$ cat config.mk
export PLATFORM = sky130hd
export DESIGN_NAME = adder_seq_ctrl
export DESIGN_NICKNAME = d
export VERILOG_FILES = /design/src/rtl/adder_seq_pkg.sv /design/src/rtl/sync_fifo.sv /design/src/rtl/adder_seq_ctrl.sv
export SDC_FILE = /design/constraint.sdc
export NUM_CORES = 2
export LEC_CHECK = 0
export CORE_AREA = 2 2 641 643
export CTS_BUF_LIST = sky130_fd_sc_hd__clkbuf_8
export CTS_CLUSTER_SIZE = 10
export DETAILED_ROUTE_END_ITERATION = 12
export DIE_AREA = 0 0 643 645
export PLACE_DENSITY = 0.47
export SYNTH_ARGS = -nofsm -noshare
export SYNTH_HDL_FRONTEND = slang
export SYNTH_SLANG_ARGS = --single-unit
$ cat constraint.sdc
create_clock -name clk_i -period 6.2 [get_ports clk_i]
set_input_delay 0.62 -clock clk_i [delete_from_list [all_inputs] [get_ports clk_i]]
set_output_delay 0.62 -clock clk_i [all_outputs]
set_load 0.02 [all_outputs]
$ cat src/rtl/adder_seq_pkg.sv
// Shared types, widths and configuration checks for the adder operand sequencer.
package adder_seq_pkg;

    typedef enum logic [1:0] {
        INIT  = 2'd0,
        IDLE  = 2'd1,
        ISSUE = 2'd2,
        DRAIN = 2'd3
    } state_e;

    localparam int DEF_DATA_W = 8;
    localparam int PAIR_W     = 2 * DEF_DATA_W;

    // Bits needed to hold the values 0..max_val inclusive.
    function automatic int cnt_width(input int max_val);
        return (max_val < 1) ? 1 : $clog2(max_val + 1);
    endfunction

    function automatic bit pkg_fits(input int num, input int data_w, input int pkg_w);
        return (num * 2 * data_w) <= pkg_w;
    endfunction

endpackage

$ cat src/rtl/sync_fifo.sv
// Single-clock result FIFO; push and pop may coincide at any fill level.
module sync_fifo
    import adder_seq_pkg::*;
#(
    parameter int DATA_W = DEF_DATA_W,
    parameter int DEPTH  = 4
) (
    input  logic                        clk,
    input  logic                        rst_n,
    input  logic                        push,
    input  logic [DATA_W-1:0]           push_data,
    input  logic                        pop,
    output logic [DATA_W-1:0]           head,
    output logic [cnt_width(DEPTH)-1:0] count,
    output logic                        full,
    output logic                        empty
);

    localparam int PTR_W = (DEPTH > 1) ? $clog2(DEPTH) : 1;
    localparam int CNT_W = cnt_width(DEPTH);

    logic [DATA_W-1:0] mem_r [DEPTH];
    logic [PTR_W-1:0]  rd_ptr_r;
    logic [PTR_W-1:0]  wr_ptr_r;
    logic [CNT_W-1:0]  count_r;
    logic              do_push_s;
    logic              do_pop_s;
    logic              empty_s;
    logic              full_s;

    function automatic logic [PTR_W-1:0] next_ptr(input logic [PTR_W-1:0] p);
        if (p == PTR_W'(DEPTH - 1)) begin
            return '0;
        end else begin
            return p + 1'b1;
        end
    endfunction

    // Handshake qualification: empty pops are dropped, a full push needs a same-cycle pop.
    always_comb begin
        empty_s   = (count_r == '0);
        full_s    = (count_r == CNT_W'(DEPTH));
        do_pop_s  = pop && !empty_s;
        do_push_s = push && (!full_s || do_pop_s);
    end

    // Storage, pointers and occupancy.
    always_ff @(posedge clk or negedge rst_n) begin
        if (!rst_n) begin
            for (int i = 0; i < DEPTH; i++) begin
                mem_r[i] <= '0;
            end
            rd_ptr_r <= '0;
            wr_ptr_r <= '0;
            count_r  <= '0;
        end else begin
            if (do_push_s) begin
                mem_r[wr_ptr_r] <= push_data;
                wr_ptr_r        <= next_ptr(wr_ptr_r);
            end
            if (do_pop_s) begin
                rd_ptr_r <= next_ptr(rd_ptr_r);
            end
            case ({do_push_s, do_pop_s})
                2'b10:   count_r <= count_r + 1'b1;
                2'b01:   count_r <= count_r - 1'b1;
                default: count_r <= count_r;
            endcase
        end
    end

    assign head  = mem_r[rd_ptr_r];
    assign count = count_r;
    assign full  = full_s;
    assign empty = empty_s;

endmodule

$ cat src/rtl/adder_seq_ctrl.sv
// Unpacks a wide package into operand pairs for the external adder and streams
// the sums out through a credit-protected result FIFO; also owns the adder reset.
module adder_seq_ctrl
    import adder_seq_pkg::*;
#(
    parameter int PACKAGE_WIDTH = 1600,
    parameter int DATA_W        = DEF_DATA_W,
    parameter int NUM           = 100,
    parameter int ADD_LAT       = 1,
    parameter int FIFO_DEPTH    = 4,
    parameter int RST_CYCLES    = 10
) (
    input  logic                     clk_i,
    input  logic                     reset_ni,
    input  logic                     pkt_valid_i,
    output logic                     pkt_ready_o,
    input  logic [PACKAGE_WIDTH-1:0] pkt_data_i,
    output logic [DATA_W-1:0]        op_a_o,
    output logic [DATA_W-1:0]        op_b_o,
    output logic                     op_valid_o,
    output logic                     dp_reset_o,
    input  logic [DATA_W-1:0]        res_i,
    output logic                     res_valid_o,
    input  logic                     res_ready_i,
    output logic [DATA_W-1:0]        res_data_o,
    output logic                     pkt_done_o,
    output logic                     busy_o
);

    localparam int PW      = 2 * DATA_W;
    localparam int SHIFT_W = NUM * PW;
    localparam int CNT_W   = cnt_width(NUM);
    localparam int RST_W   = cnt_width(RST_CYCLES);
    localparam int FCNT_W  = cnt_width(FIFO_DEPTH);
    localparam int OCC_W   = cnt_width(FIFO_DEPTH + ADD_LAT + 2);

    localparam logic [1:0] S_INIT  = INIT;
    localparam logic [1:0] S_IDLE  = IDLE;
    localparam logic [1:0] S_ISSUE = ISSUE;
    localparam logic [1:0] S_DRAIN = DRAIN;

    if (!pkg_fits(NUM, DATA_W, PACKAGE_WIDTH) || ADD_LAT < 1 || FIFO_DEPTH < ADD_LAT + 1 || RST_CYCLES < 1) begin : g_bad_cfg
        $error("adder_seq_ctrl: illegal parameter combination");
    end

    logic [1:0]         state_r;
    logic [RST_W-1:0]   rst_cnt_r;
    logic [SHIFT_W-1:0] shift_r;
    logic [CNT_W-1:0]   pair_cnt_r;
    logic [DATA_W-1:0]  op_a_r;
    logic [DATA_W-1:0]  op_b_r;
    logic               op_valid_r;
    logic               op_last_r;
    logic [ADD_LAT-1:0] track_r;
    logic [ADD_LAT-1:0] last_track_r;
    logic               dp_reset_r;
    logic               pkt_ready_r;
    logic               pkt_done_r;
    logic               busy_r;

    logic [FCNT_W-1:0]  fifo_count_s;
    logic               fifo_full_s;
    logic               fifo_empty_s;
    logic               push_s;
    logic               pop_s;
    logic [OCC_W-1:0]   inflight_s;
    logic [OCC_W-1:0]   occ_s;
    logic [OCC_W-1:0]   limit_s;
    logic               credit_ok_s;
    logic               accept_s;
    logic               issue_s;
    logic               last_pair_s;
    logic               last_push_s;

    // In-flight pairs: the one on the adder inputs now plus those still inside the adder.
    always_comb begin
        inflight_s = OCC_W'(op_valid_r);
        for (int i = 0; i < ADD_LAT; i++) begin
            inflight_s = inflight_s + OCC_W'(track_r[i]);
        end
    end

    // Handshakes and the issue credit check (a same-cycle pop frees a slot).
    always_comb begin
        pop_s       = res_ready_i && !fifo_empty_s;
        push_s      = track_r[ADD_LAT-1];
        last_push_s = push_s && last_track_r[ADD_LAT-1];
        occ_s       = OCC_W'(fifo_count_s) + inflight_s;
        limit_s     = OCC_W'(FIFO_DEPTH) + OCC_W'(pop_s);
        credit_ok_s = (occ_s < limit_s) && !(fifo_full_s && !pop_s);
        accept_s    = (state_r == S_IDLE) && pkt_ready_r && pkt_valid_i;
        issue_s     = (state_r == S_ISSUE) && credit_ok_s;
        last_pair_s = (pair_cnt_r == CNT_W'(NUM - 1));
    end

    // Control FSM: datapath reset timing, package accept, pair counting, drain.
    always_ff @(posedge clk_i or negedge reset_ni) begin
        if (!reset_ni) begin
            state_r     <= S_INIT;
            rst_cnt_r   <= '0;
            dp_reset_r  <= 1'b1;
            pkt_ready_r <= 1'b0;
            busy_r      <= 1'b1;
            shift_r     <= '0;
            pair_cnt_r  <= '0;
        end else begin
            case (state_r)
                S_INIT: begin
                    if (rst_cnt_r == RST_W'(RST_CYCLES - 1)) begin
                        dp_reset_r  <= 1'b0;
                        pkt_ready_r <= 1'b1;
                        busy_r      <= 1'b0;
                        state_r     <= S_IDLE;
                    end else begin
                        rst_cnt_r <= rst_cnt_r + 1'b1;
                    end
                end
                S_IDLE: begin
                    if (accept_s) begin
                        shift_r     <= pkt_data_i[SHIFT_W-1:0];
                        pair_cnt_r  <= '0;
                        pkt_ready_r <= 1'b0;
                        busy_r      <= 1'b1;
                        state_r     <= S_ISSUE;
                    end
                end
                S_ISSUE: begin
                    if (issue_s) begin
                        shift_r    <= shift_r >> PW;
                        pair_cnt_r <= pair_cnt_r + 1'b1;
                        if (last_pair_s) begin
                            state_r <= S_DRAIN;
                        end
                    end
                end
                S_DRAIN: begin
                    if (last_push_s) begin
                        pkt_ready_r <= 1'b1;
                        busy_r      <= 1'b0;
                        state_r     <= S_IDLE;
                    end
                end
                default: begin
                    state_r     <= S_INIT;
                    rst_cnt_r   <= '0;
                    dp_reset_r  <= 1'b1;
                    pkt_ready_r <= 1'b0;
                    busy_r      <= 1'b1;
                end
            endcase
        end
    end

    // Operand registers and the adder-latency tracker; last-pair marks travel alongside.
    always_ff @(posedge clk_i or negedge reset_ni) begin
        if (!reset_ni) begin
            op_a_r       <= '0;
            op_b_r       <= '0;
            op_valid_r   <= 1'b0;
            op_last_r    <= 1'b0;
            track_r      <= '0;
            last_track_r <= '0;
            pkt_done_r   <= 1'b0;
        end else begin
            op_valid_r <= issue_s;
            op_last_r  <= issue_s && last_pair_s;
            if (issue_s) begin
                op_a_r <= shift_r[DATA_W-1:0];
                op_b_r <= shift_r[PW-1:DATA_W];
            end
            track_r      <= (track_r << 1'b1) | ADD_LAT'(op_valid_r);
            last_track_r <= (last_track_r << 1'b1) | ADD_LAT'(op_last_r);
            pkt_done_r   <= last_push_s;
        end
    end

    sync_fifo #(
        .DATA_W (DATA_W),
        .DEPTH  (FIFO_DEPTH)
    ) u_fifo (
        .clk       (clk_i),
        .rst_n     (reset_ni),
        .push      (push_s),
        .push_data (res_i),
        .pop       (pop_s),
        .head      (res_data_o),
        .count     (fifo_count_s),
        .full      (fifo_full_s),
        .empty     (fifo_empty_s)
    );

    assign op_a_o      = op_a_r;
    assign op_b_o      = op_b_r;
    assign op_valid_o  = op_valid_r;
    assign dp_reset_o  = dp_reset_r;
    assign pkt_ready_o = pkt_ready_r;
    assign pkt_done_o  = pkt_done_r;
    assign busy_o      = busy_r;
    assign res_valid_o = !fifo_empty_s;

endmodule

### After elaboration in Yosys (flattened, before gate mapping)

Index checks and enable logic that the tools add are counted.

* word-level logic and storage cells: 107
* output and inout port bits: 30
* bits of input ports: 1612
* flip-flop bits (word level): 1676

* equal/unequal tests: 15
* bitwise gates (word level): 3
* reduce and logical (&&, ||, !) cells: 26
* add/sub/neg operators: 9
* multiplexer cells: 29
* magnitude comparators: 4

Operator list (number)
* 1600-bit two-way mux: 2
* 1600-bit one-hot mux with 2 select lines: 1
* 32-bit bitwise mux: 1
* 8-bit two-way mux: 3
* 8-bit binary-select mux with 2-bit select: 1
* 8-bit demux with 2-bit select: 1
* 2-bit two-way mux: 7
* 7-bit two-way mux: 2
* 7-bit one-hot mux with 2 select lines: 1
* 1-bit logical AND: 11
* 2-bit equality test, second input constant: 5
* 2-bit inequality test, second input constant: 5
* 2-bit one-hot mux with 4 select lines: 1
* 7-bit by 1-bit adder with 7-bit output, second input constant: 1
* 7-bit equality test, second input constant: 1
* 3-bit >= comparator, second input constant: 2
* 1-bit two-way mux: 6
* 2-bit NOT with 3-bit output: 2
* 1-bit one-hot mux with 3 select lines: 2
* 3-bit one-hot mux with 2 select lines: 1
* 5-bit AND reduction: 1
* 2-bit by 1-bit adder with 2-bit output, second input constant: 2
* 4-bit by 1-bit adder with 4-bit output, second input constant: 1
* 2-bit by 1-bit equality test with 1-bit output, second input constant: 2
* 19 further kinds: 24

### Longest topological paths before layout

* depth in word-level cells: 10
* mapped depth: 15
* depth with buffers taken out: 9

### Cells and area by module

Synthesis repeated with hierarchy kept, for this count alone.

* cell total of the unflattened synthesis: 7157
* area total of the unflattened synthesis: 75836.5 um2

Modules (own cells, without submodules)
* adder_seq_ctrl: times used 1, cells each 7039, area an instance 74011.0 um2, seq. area each 40966.8 um2
* sync_fifo: times used 1, cells each 118, area an instance 1825.5 um2, seq. area each 975.9 um2

### Worst setup path before layout

No wires, ideal clock.

* path type: reg-to-reg
* from: register op_valid_r (netlist: op_valid_o)
* to: register shift_r[1326]
* library setup time: 0.136 ns
* slack: 3.495 ns
* required time: 6.064 ns
* path buffers: 6
* arrival: 2.569 ns
* stages on the path, launching flop included: 16
* clock period less this slack: 2.705 ns
* path through: dfrtp_1 > inv_1 > fa_1 > inv_1 > ha_1 > nand2b_1 > o211ai_2 > nand3_1 > buf_4 > buf_6 > buf_6 > buf_4 > buf_2 > buf_4 > nand2_1 > o21ai_0

* word-level cells in the longest chain between the ends: 7

RTL lines
* from (decl): RTL line adder_seq_ctrl.sv:52 `logic op_valid_r;`
* from (signal assigned): RTL line adder_seq_ctrl.sv:165 `op_valid_r <= issue_s;`
* 1-bit by 1-bit adder with 2-bit output: RTL line adder_seq_ctrl.sv:79 `inflight_s = inflight_s + OCC_W'(track_r[i]);`
* 3-bit by 2-bit adder with 3-bit output: RTL line adder_seq_ctrl.sv:88 `occ_s = OCC_W'(fifo_count_s) + inflight_s;`
* 3-bit < comparator: RTL line adder_seq_ctrl.sv:90 `credit_ok_s = (occ_s < limit_s) && !(fifo_full_s && !pop_s);`
* 1-bit logical AND: RTL line adder_seq_ctrl.sv:90
* 1-bit logical AND: RTL line adder_seq_ctrl.sv:92 `issue_s = (state_r == S_ISSUE) && credit_ok_s;`
* 2-bit inequality test (no line)
* 3-bit AND reduction (no line)
* to (signal assigned): RTL line adder_seq_ctrl.sv:120 `shift_r <= pkt_data_i[SHIFT_W-1:0];`
* to (signal assigned): RTL line adder_seq_ctrl.sv:129 `shift_r <= shift_r >> PW;`
* to (decl): RTL line adder_seq_ctrl.sv:48 `logic [SHIFT_W-1:0] shift_r;`

No other way between the ends.
A chain may end at the register's enable or synchronous reset.

### Final worst setup path

* from: register u_fifo.rd_ptr_r[0]
* to: output port res_data_o[4]

* word-level cells in the longest chain between the ends: 4

RTL lines
* from (decl): RTL line sync_fifo.sv:23 `logic [PTR_W-1:0] rd_ptr_r;`
* from (signal assigned): RTL line sync_fifo.sv:62 `rd_ptr_r <= next_ptr(rd_ptr_r);`
* 2-bit NOT with 3-bit output (implied by the code): RTL line sync_fifo.sv:72 `assign head = mem_r[rd_ptr_r];`
* 8-bit binary-select mux with 2-bit select: RTL line sync_fifo.sv:72
* 8-bit two-way mux (implied by the code) (2 in series): RTL line sync_fifo.sv:72
* to (decl): RTL line adder_seq_ctrl.sv:25 `output logic [DATA_W-1:0] res_data_o,`

No other way between the ends. The select of a mux whose other input is x is not followed.

==> impl_results.md <==
* Status: completed
* Initial core utilization at 0.186
* Initial antenna violation count at approximately 150
* Worst-path clk slew at around 0.06 ns
* CP bufs+invs at 1
* DIE WIDTH at about 640 um
* Max-Cap Viols at 0
* Reg2Reg Setup Slack at ~2.4 ns
* Area contributors post-synth: dfrtp_1, mux2i_1, nand2_1, o21ai_1, o21ai_0
* Fin worst setup slack at 2.25 ns
* Share of the core filled with cells at 0.261
* GP Congestion at between 0.8 and 0.9
* Mapped Area at 76000 um2
* Post-cts repair resize count at 0
* Syn nets at 8783
* YS warnings at 0
* Synth cell count leaders: dfrtp_1, nand2_1, mux2i_1
* Critical path class: reg2out
* CP peak stage delay at between 0.8 and 0.9 ns
* Fmax at around 250 MHz
* Core ar. at ~410000 um2
* Worst slew margin at 0.209
* Post-route cell area at 106000 um2
* PD cells at 504 nW/um2
* Post-Route WL at between 300 and 400 mm
* DRC at 0
* Layout area overhead at 40.0%
* First-pass GRT wire length at between 400 and 500 mm
* R2R Path Start: state_r[0]$_DFFE_PN0P_
* Worst r2r path cells at 7
* Vias at between 50k and 60k
* Critical path arrival at approximately 3.3 ns
* Worst path required time at 5.58 ns
* Total power at 53.7 mW
* Top cell family by delay on the critical path: flip-flops
* IO Pins at roughly 1.6k
* Crit path capture type: primary output
* Fin crit period at between 3 and 4 ns
* Lkg Pwr at around 44 nW
* Power Internal at approximately 31 mW
* GRT Total Usage at 0.150
* Largest net degree at the start of global routing at ~220
* Post-synth EDFFs at 0
* Flop pwr share at 0.381
* Die area at around 410000 um2
* Period utilisation layout at 0.638
* Critical path fanouts, max at 11
* Routed WL per cell at about 22 um
* Clk sink count at ~1.7k
* CTS tree: built
* Fin. Hold Viols at 0
* Via/cell ratio at 3.94
* Comb pwr share at 0.405
* Synth top area share at 0.551
* Hold Path Origin: pkt_data_i[1593]
* DP Worst Slack at ~2.0 ns
* Async S/R FF share, synth at 1.00
* Primary FF master, synth: dfrtp_1
* Placed inst area at 97800 um2
* Largest area contributor in the netlist: dfrtp_1
* Clock power frac at 0.214
* Library cells used by synthesis at 40
* Worst min-delay path class: in2reg
* #FFs+latches synth at 1676
* Post-synthesis sequential area ratio at 0.552
* DP HPWL at 246 mm
* Detail Route Antenna Nets at 0
* Slew Viols, Final at 0
* Num CTS Buffers at ~330
* TritonRoute pass-1 iters at 7
* Top-count cell post-synth: dfrtp_1
* Tightest Pin Transition at ~1.2 ns
* CTS root buffer: clkbuf_8
* Worst vdd ir at ~0.00056 V
* Reg2reg end: shift_r[29]$_DFFE_PN0P_
* Net count, final at around 10k
* Hold path depth at 2
* Clock skew at approximately 0.094 ns
* Layout cells sized above 1 at 0.0697
* CP max stage cell: dfrtp_1
* Final Setup Violations at 0
* Grt total ovfl at 0
* Synthesized instance count at 7153
* Initial drt markers at between 3k and 4k
* RSZ-0062 raised after global routing: false
* Critical path, cell by cell: mux4_2 > clkdlybuf4s50_1
* Rows at ~240
* CTS HTree Levels at 5
* Die Height at 645 um
* Clock latency on the worst-skew pair at 1.05 ns
* Worst setup SP type: flop
* Hold Crit Endpoint: shift_r[1593]$_DFFE_PN0P_
* Number of global-route vias before repair at 59.7k
* Syn avg cell area at approximately 11 um2
* Switching Share at 0.414
* Clk buf depth at 4
* Psw at around 22 mW
* Port buffer count at ~1.6k
* Aggregate negative setup slack at 0 ns
-- how the worst max path moves through the flow --
| stage | cells past startpoint | from | slack [ns] | to |
|---|---|---|---|---|
| 2_1_floorplan | 15 | op_valid_o$_DFF_PN0_ | 3.50 | shift_r[1326]$_DFFE_PN0P_ |
| 3_3_place_gp | 7 | res_ready_i | 1.99 | shift_r[1328]$_DFFE_PN0P_ |
| 3_5_place_dp | 7 | res_ready_i | 1.98 | shift_r[1392]$_DFFE_PN0P_ |
| 4_1_cts | 2 | u_fifo.rd_ptr_r[0]$_DFFE_PN0P_ | 1.83 | res_data_o[3] |
| 5_1_grt | 2 | u_fifo.rd_ptr_r[0]$_DFFE_PN0P_ | 1.90 | res_data_o[3] |
| 6_report | 2 | u_fifo.rd_ptr_r[0]$_DFFE_PN0P_ | 2.25 | res_data_o[4] |
-- power by group through the flow --
stage	sequential, mW	clock [mW]	combinational, mW
floorplan	18.8	0	16.9
global placement	20.7	0	21.7
detailed placement	20.7	0	22.2
CTS	20.6	12.0	22.3
global route	21.1	12.5	24.8
finish	20.4	11.5	21.7
-- state kept, by name, summed over array words and instances (netlist names) --
signal	count
shift_r	1600
u_fifo.mem_r	32
op_a_o	8
op_b_o	8
pair_cnt_r	7
rst_cnt_r	4
u_fifo.count	3
state_r	2
u_fifo.rd_ptr_r	2
u_fifo.wr_ptr_r	2
busy_o	1
dp_reset_o	1
last_track_r	1
op_last_r	1
op_valid_o	1
pkt_done_o	1
pkt_ready_o	1
push_s	1
-- worst reg2reg max path, delay by kind of cell, from the launching register on --
family,cells,cell delay (ns)
AO/OA/AOI/OAI,1,0.19
buffers and inverters,4,1.81
flip-flops,1,0.42
multiplexers,1,0.87
adder cells (fa/ha/maj),1,0.32
-- placed cells by master (no fill, tap or decap), drive strengths merged, types with 2 or more instances in the layout --
cell / instances
o211ai: 2
nor2: 7
mux2i: 1586
clkbuf: 421
nand3b: 2
nand2b: 2
a22o: 17
o31ai: 2
dfstp: 2
a21oi: 5
nor4b: 2
buf: 99
xor2: 3
clkinv: 23
fa: 2
or3: 6
dlygate4sd3: 170
mux2: 52
o21ai: 1593
xnor2: 4
nand2: 1596
ha: 16
mux4: 8
clkdlybuf4s50: 1640
inv: 156
bufinv: 2
clkinvlp: 6
diode: 64
dfrtp: 1674
nand3: 7
-- area by class of cell --
cell class | count | area [um2]
diodes | 64 | 160
clock buffers | 421 | 5790
clock inverters | 169 | 881
fillers | 44000 | 302000
inverters | 18 | 67.6
multi-input cells | 4921 | 31400
flip-flops and latches | 1676 | 41900
well taps | 5451 | 6820
repair buffers | 1909 | 19300
-- logic make-up after synthesis --
| family | synth area share |
|---|---|
| DFF | 0.552 |
| muxes | 0.219 |
| and+or+nand+nor | 0.0813 |
| AOI/OAI and AO/OA | 0.108 |
| buffers and inverters | 0.0356 |
| adders and majority gates | 0.00316 |
| xor gates and xnor gates | 0.000807 |
-- layer usage --
metal / vias up / GRT usage / share of wire
li1: 28200 / - / -
met1: 27400 / 0.174 / 0.40
met2: 1413 / 0.271 / 0.52
met3: 522 / 0.0390 / 0.056
met4: 94 / 0.0402 / 0.025
met5: - / 0 / 0.0019
-- stage by stage --
step / instances / hold WS [ns]
2_1_floorplan: 7153 / 0.324
3_3_place_gp: 13800 / 0.339
3_5_place_dp: 13800 / 0.335
4_1_cts: 14600 / 0.000288
5_1_grt: 14600 / 0.0389
6_report: 14600 / 0.201
-- repair_timing --
item / 4_1_cts / 5_1_grt
hold buffers: 170 / 0
endpoints found under the hold margin: 328 / 0
setup buffers: 0 / 0
(Power assumes the default switching activity.)
